--- config.mk ---
export PLATFORM = sky130hd
export DESIGN_NAME = pad_insert
export DESIGN_NICKNAME = d
export VERILOG_FILES = /design/src/rtl/pad_insert.sv
export SDC_FILE = /design/constraint.sdc
export NUM_CORES = 1
export LEC_CHECK = 0
export CORE_MARGIN = 3
export CORE_UTILIZATION = 58
export DETAILED_ROUTE_END_ITERATION = 7
export GPL_ROUTABILITY_DRIVEN = 0
export PLACE_DENSITY = 0.9
export SYNTH_ARGS = -nofsm -noshare
export SYNTH_HDL_FRONTEND = slang
export SYNTH_SLANG_ARGS = --single-unit
--- constraint.sdc ---
create_clock -name clk -period 5.85 [get_ports clk]
set_input_delay 1.17 -clock clk [delete_from_list [all_inputs] [get_ports clk]]
set_output_delay 1.17 -clock clk [all_outputs]
set_load 0.03 [all_outputs]
--- src/rtl/pad_insert.sv ---
// pad_insert: re-expands a compact row-major H x W tile into padded rows.
// Every row gets pad_left zero columns in front and pad_right zero columns
// behind it. Input and output both carry GROUP_SIZE pixels per word, and the
// whole tile is repeated num_iters times (for example once per channel).
//
// Ports
//   clk, rst         clock; synchronous active-low reset
//   configure        one-cycle pulse that loads num_iters/h/w/pad_left/pad_right
//                    (taken only in IDLE with no output word pending)
//   data_in/valid_in input word write; avail_out = room for another word
//   data_out/valid_out/avail_in  output word handshake
//                    (valid_out = pending & avail_in)
//   busy             high while RUN or FLUSH
module pad_insert #(
  parameter int GROUP_SIZE    = 8,
  parameter int DATA_WIDTH    = 8,
  parameter int LOG_MAX_DIM   = 8,
  parameter int LOG_MAX_ITERS = 16
) (
  input  logic                             clk,
  input  logic                             rst,
  input  logic                             configure,
  input  logic [LOG_MAX_ITERS-1:0]         num_iters,
  input  logic [LOG_MAX_DIM-1:0]           h,
  input  logic [LOG_MAX_DIM-1:0]           w,
  input  logic [LOG_MAX_DIM-1:0]           pad_left,
  input  logic [LOG_MAX_DIM-1:0]           pad_right,
  input  logic [GROUP_SIZE*DATA_WIDTH-1:0] data_in,
  input  logic                             valid_in,
  output logic                             avail_out,
  output logic [GROUP_SIZE*DATA_WIDTH-1:0] data_out,
  output logic                             valid_out,
  input  logic                             avail_in,
  output logic                             busy
);

  localparam int IDX_W  = (GROUP_SIZE > 1) ? $clog2(GROUP_SIZE) : 1;
  localparam int DIM1_W = LOG_MAX_DIM + 1;
  localparam logic [IDX_W-1:0] LAST_IDX = IDX_W'(GROUP_SIZE - 1);

  typedef enum logic [1:0] {S_IDLE, S_RUN, S_FLUSH} state_t;
  typedef logic [GROUP_SIZE-1:0][DATA_WIDTH-1:0] word_t;

  // ---------------------------------------------------------------- state
  state_t                   state_q, state_d;
  logic [LOG_MAX_ITERS-1:0] num_iters_q, num_iters_d;
  logic [LOG_MAX_ITERS-1:0] iter_q, iter_d;
  logic [LOG_MAX_DIM-1:0]   h_q, h_d, w_q, w_d, pl_q, pl_d;
  logic [DIM1_W-1:0]        wp_q, wp_d;
  logic [LOG_MAX_DIM-1:0]   row_q, row_d;
  logic [DIM1_W-1:0]        col_q, col_d;
  logic [IDX_W-1:0]         in_idx_q, in_idx_d, out_idx_q, out_idx_d;
  word_t                    asm_q, asm_d, out_q, out_d;
  logic                     out_pend_q, out_pend_d;

  // 4-entry input FIFO
  word_t                    fifo_q [4];
  word_t                    fifo_d [4];
  logic [1:0]               wr_ptr_q, wr_ptr_d, rd_ptr_q, rd_ptr_d;
  logic [2:0]               cnt_q, cnt_d;

  // ---------------------------------------------------------------- comb
  logic              push, pop, fifo_empty, drain;
  logic              c_real, last_row, last_col, last_real, word_done, stall, iter_end;
  logic [DIM1_W-1:0] real_end, wp_in;
  word_t             head;

  assign fifo_empty = (cnt_q == 3'd0);
  // Stop advertising room one word early so a write in flight still fits.
  assign avail_out  = (cnt_q < 3'd3);
  // A write while full is a protocol error; the word is simply dropped.
  assign push       = valid_in & (cnt_q != 3'd4);
  assign head       = fifo_q[rd_ptr_q];

  assign drain      = out_pend_q & avail_in;
  assign valid_out  = drain;
  assign data_out   = out_q;
  assign busy       = (state_q != S_IDLE);

  assign wp_in      = DIM1_W'(pad_left) + DIM1_W'(w) + DIM1_W'(pad_right);
  assign real_end   = DIM1_W'(pl_q) + DIM1_W'(w_q);
  assign c_real     = (col_q >= DIM1_W'(pl_q)) && (col_q < real_end);
  assign last_row   = (row_q == h_q - LOG_MAX_DIM'(1));
  assign last_col   = (col_q == wp_q - DIM1_W'(1));
  assign last_real  = last_row && (col_q == real_end - DIM1_W'(1));
  assign word_done  = (out_idx_q == LAST_IDX);
  // Hold position when a pixel is needed but none is queued, or when this
  // position would finish a word and the output register cannot take it.
  assign stall      = (c_real & fifo_empty) | (word_done & out_pend_q & ~avail_in);

  always_comb begin
    state_d     = state_q;
    num_iters_d = num_iters_q;
    iter_d      = iter_q;
    h_d         = h_q;
    w_d         = w_q;
    pl_d        = pl_q;
    wp_d        = wp_q;
    row_d       = row_q;
    col_d       = col_q;
    in_idx_d    = in_idx_q;
    out_idx_d   = out_idx_q;
    asm_d       = asm_q;
    out_d       = out_q;
    out_pend_d  = out_pend_q & ~drain;
    pop         = 1'b0;
    iter_end    = 1'b0;

    case (state_q)
      S_IDLE: begin
        // The previous tile's last word must have left before reconfiguring.
        if (configure && !out_pend_q) begin
          num_iters_d = num_iters;
          h_d         = h;
          w_d         = w;
          pl_d        = pad_left;
          wp_d        = wp_in;
          row_d       = '0;
          col_d       = '0;
          in_idx_d    = '0;
          out_idx_d   = '0;
          iter_d      = '0;
          if (num_iters != '0 && h != '0 && wp_in != '0) state_d = S_RUN;
        end
      end

      S_RUN: begin
        if (!stall) begin
          asm_d[out_idx_q] = c_real ? head[in_idx_q] : '0;
          if (c_real) begin
            // The tile's final pixel may sit mid-word; the rest is filler.
            if (in_idx_q == LAST_IDX || last_real) begin
              pop      = 1'b1;
              in_idx_d = '0;
            end else begin
              in_idx_d = in_idx_q + IDX_W'(1);
            end
          end
          if (word_done) begin
            out_d      = asm_d;
            out_pend_d = 1'b1;
            out_idx_d  = '0;
          end else begin
            out_idx_d  = out_idx_q + IDX_W'(1);
          end
          if (last_col) begin
            col_d = '0;
            if (last_row) begin
              row_d = '0;
              if (word_done) iter_end = 1'b1;
              else           state_d  = S_FLUSH;
            end else begin
              row_d = row_q + LOG_MAX_DIM'(1);
            end
          end else begin
            col_d = col_q + DIM1_W'(1);
          end
        end
      end

      S_FLUSH: begin
        // Emit the partial word with its unfilled slots forced to zero.
        if (!out_pend_q || avail_in) begin
          for (int k = 0; k < GROUP_SIZE; k++)
            out_d[k] = (k < int'(out_idx_q)) ? asm_q[k] : '0;
          out_pend_d = 1'b1;
          out_idx_d  = '0;
          iter_end   = 1'b1;
        end
      end

      default: state_d = S_IDLE;
    endcase

    if (iter_end) begin
      iter_d  = iter_q + LOG_MAX_ITERS'(1);
      state_d = (iter_d == num_iters_q) ? S_IDLE : S_RUN;
    end
  end

  always_comb begin
    fifo_d   = fifo_q;
    wr_ptr_d = wr_ptr_q;
    rd_ptr_d = rd_ptr_q;
    if (push) begin
      fifo_d[wr_ptr_q] = data_in;
      wr_ptr_d         = wr_ptr_q + 2'd1;
    end
    if (pop) rd_ptr_d = rd_ptr_q + 2'd1;
    cnt_d = cnt_q + 3'(push) - 3'(pop);
  end

  // ---------------------------------------------------------------- flops
  // FIFO storage needs no reset: the count and pointers define its contents.
  always_ff @(posedge clk) fifo_q <= fifo_d;

  always_ff @(posedge clk) begin
    if (!rst) begin
      state_q     <= S_IDLE;
      num_iters_q <= '0;
      iter_q      <= '0;
      h_q         <= '0;
      w_q         <= '0;
      pl_q        <= '0;
      wp_q        <= '0;
      row_q       <= '0;
      col_q       <= '0;
      in_idx_q    <= '0;
      out_idx_q   <= '0;
      asm_q       <= '0;
      out_q       <= '0;
      out_pend_q  <= 1'b0;
      wr_ptr_q    <= '0;
      rd_ptr_q    <= '0;
      cnt_q       <= '0;
    end else begin
      state_q     <= state_d;
      num_iters_q <= num_iters_d;
      iter_q      <= iter_d;
      h_q         <= h_d;
      w_q         <= w_d;
      pl_q        <= pl_d;
      wp_q        <= wp_d;
      row_q       <= row_d;
      col_q       <= col_d;
      in_idx_q    <= in_idx_d;
      out_idx_q   <= out_idx_d;
      asm_q       <= asm_d;
      out_q       <= out_d;
      out_pend_q  <= out_pend_d;
      wr_ptr_q    <= wr_ptr_d;
      rd_ptr_q    <= rd_ptr_d;
      cnt_q       <= cnt_d;
    end
  end

endmodule

==> impl_metrics.ini <==
[min_path]
holdCritStartpoint = w_q[3]
hp-class = reg -> reg

[cells_and_area]
seq_area_mm2 = 0.01222
fillCellCount = 2432
final_common_cell = edfxtp_1
finalNetCount = 2177
layout-drive-gt1-share_pct = 10.58
area_growth_pct = 18.00
n_antenna_cell = 0
multi_input_area_mm2 = 0.009086
final_cell_mix = 256 x edfxtp_1, 223 x dfxtp_1, 183 x clkdlybuf4s50_1

[synth]
synthCells = 1841
ys_top_cells_by_area = edfxtp_1 35%, dfxtp_1 21%, mux4_2 8.2%
synth_async_sr_flop_share_pct = 0
synth_cell_type_count = 75
synth_edf_count = 256
yosys_warnings = 0
syn-num-nets = 2023
ys_seq_area_share_pct = 55.83
netlist.area_leader.share_pct = 35.14
ys.flop_type = edfxtp_1
synth_top_area_cell = edfxtp_1
synth_area_mm2 = 0.02187
ys_ff_latch = 482
syn_avg_cell_area_um2 = 11.88

[worst_setup_path]
r2r_end = cnt_q[2]
crit_end = cnt_q[2]
end_kind = flip-flop
cp_max_fo = 9
crit_start = w_q[1]
slowest_delay_ns = 0.59
critPathSlowestCell = xnor2_1
path_cells = ha_1, a211oi_1, nor2_1, xnor2_1, ha_1, o21ai_0, a21oi_1, o41ai_1, o211ai_1, or3_1, nor3_1, a21boi_0, ha_1, inv_1, ha_1, inv_1, fa_1, xor2_1, nor2_1
path_buf_inv = 2
crit_required_ns = 6.27
timing_worst_setup_path_type = reg -> reg
cp.depth = 19
setup.worst_path.start_class = flip-flop
cp_top_family = adder cells
timing.rr.start = w_q[1]
rr_worst_depth = 19
cp_data_arrival_time_ns = 5.64
worst_path_most_repeated_cell = ha_1
reg2reg_slack_ns = 0.63

[detailed_routing]
drt_drc_violations_left = 0
drt_iter0_drc = 1418
routed_wl_um = 53630
vias_per_cell = 6.102
vias = 15470
drt-pass1-iter-count = 6
wl_per_cell_um = 21.15
ant_nets = 0

[clocking]
clockRootBuffer = clkbuf_16
clkSinkCount = 482
cts_setup_buffers = 0
clk_latency_ns = 0.58
cts.reportedPaths.clkPinSlew_ns = 0.06
cts_tree = done
cts_made_buffers = 49
cts_resized = 0
postCtsHoldBufs = 0
clk_path_buf_depth = 3
htree_num_levels = 2

[power]
leakage_nw = 8.875
powerDensity_mw_per_mm2 = 389.1
peakVddDrop_uv = 327.2

[global_routing]
globalRouteMet3Util_pct = 4.486
grt_antenna_before_repair = 0
grt_pass1_vias = 15760
gr-total-overflow = 0
grt_start_max_net_pins = 121
grt-busiest-layer = met2
use_met1_pct = 33.21
globalRouteMet2Util_pct = 46.74
grt.total_usage_pct = 26.40
grt_pass1_wl_um = 85190

[floorplanning]
core_mm2 = 0.03687
initial_utilization_pct = 59.32
rows = 70
die_h_um = 200.2
io_pins = 184
die_w_um = 200.2
die_area_mm2 = 0.04008

[timing]
holdWs_ns = 0.4717
fin_crit_sh_pct = 89.29
fin_worst_skew_ns = 0.02443
tns_ns = 0
slew_violations = 0
setup_viol = 0
fmax_mhz = 191.4
rsz0062_at_grt = false
hold_viol = 0
min_period_ns = 5.224
setup_slack_ns = 0.6264
tightest_slew_ns = 1.082
relSlewSlack_pct = 27.67

[status]
status = finished, final reports clean

[placement]
place_ws_ns = 0.7008
hpwl_um = 35330
port_buffers = 183

[flow_run]
maxCapViolations = 0
==> Yosys cell counts (all sizes together), types with 5 or more instances <==
library cell	instances
a211oi	49
o22ai	10
nand2	162
nand4	9
xnor2	47
nand2b	14
buf	16
o21ai	74
or4	7
dfxtp	226
mux4	80
or2	9
nor2b	18
nand3	22
clkbuf	91
o21a	5
and3	10
nor2	158
a22oi	48
nor4	12
or3	10
xor2	30
and2	27
fa	11
nor3	36
mux2i	70
edfxtp	256
a22o	25
a21o	5
a21oi	128
nor3b	10
inv	51
o211ai	6
ha	54
==> worst register-to-register path, cell delays in order, from the launching register on <==
cell and delay (ns):
dfxtp_1 0.33, ha_1 0.31, a211oi_1 0.34, nor2_1 0.11, xnor2_1 0.59, ha_1 0.36
o21ai_0 0.07, a21oi_1 0.06, o41ai_1 0.44, o211ai_1 0.20, or3_1 0.44, nor3_1 0.39
a21boi_0 0.34, ha_1 0.29, inv_1 0.05, ha_1 0.13, inv_1 0.04, fa_1 0.37
xor2_1 0.16, nor2_1 0.05
==> worst min path at each step <==
stage	to	slack, ns	cells after the start
2_1_floorplan	w_q[0]	0.44	2
3_3_place_gp	w_q[6]	0.45	2
3_5_place_dp	w_q[4]	0.46	2
4_1_cts	w_q[0]	0.47	2
5_1_grt	w_q[3]	0.49	2
6_report	w_q[3]	0.47	2
==> routing by layer <==
layer | vias to the layer above | share of wire (%)
met5 | - | 0
met4 | 0 | 2.9
met3 | 121 | 6.8
met2 | 639 | 51
met1 | 7558 | 39
li1 | 7156 | -
==> layout make-up <==
type                            count  share of cell area, %
Tap cell                          504                  2.443
Sequential cell                   482                  47.34
Inverter                           51                 0.7514
Multi-Input combinational cell   1201                  35.20
Clock buffer                       67                  5.328
Timing Repair Buffer              210                  7.931
Clock inverter                     21                  1.003
==> registers in the layout, indices dropped and copies added (netlist names) <==
name         count
pl_q             8
out_idx_q        3
wr_ptr_q         2
num_iters_q     16
asm_q           64
cnt_q            3
in_idx_q         3
state_q          2
h_q              8
out_pend_q       1
wp_q             9
row_q            8
w_q              8
fifo_q         256
data_out        64
iter_q          16
rd_ptr_q         2
col_q            9
==> report_power, final <==
part / switching [mW] / total, mW / internal (mW)
logic: 1.68 / 2.69 / 1.01
clock network: 1.29 / 3.16 / 1.87
registers: 0.217 / 4.19 / 3.97
total: 3.19 / 10.0 / 6.85
==> logic make-up (layout without fill, tap and decap cells) <==
kind of cell / after synthesis / after routing / share of synthesized area (%)
xor+xnor: 78 / 78 / 3.186
flops: 482 / 482 / 55.83
compound gates: 389 / 389 / 11.47
fa+ha+maj: 65 / 65 / 4.096
mux: 152 / 152 / 11.56
buf+inv: 158 / 349 / 2.757
simple gates: 517 / 517 / 11.10
==> per-stage QoR <==
stage	util (%)	power [mW]	std cells	area (um^2)
6_report	70.00	10.04	2536	25810
3_5_place_dp	65.57	6.886	2448	24180
2_1_floorplan	-	5.981	1841	21870
4_1_cts	70.00	10.06	2536	25810
3_3_place_gp	65.57	6.762	2448	24180
5_1_grt	70.00	10.48	2536	25810
(Power assumes the default switching activity.)
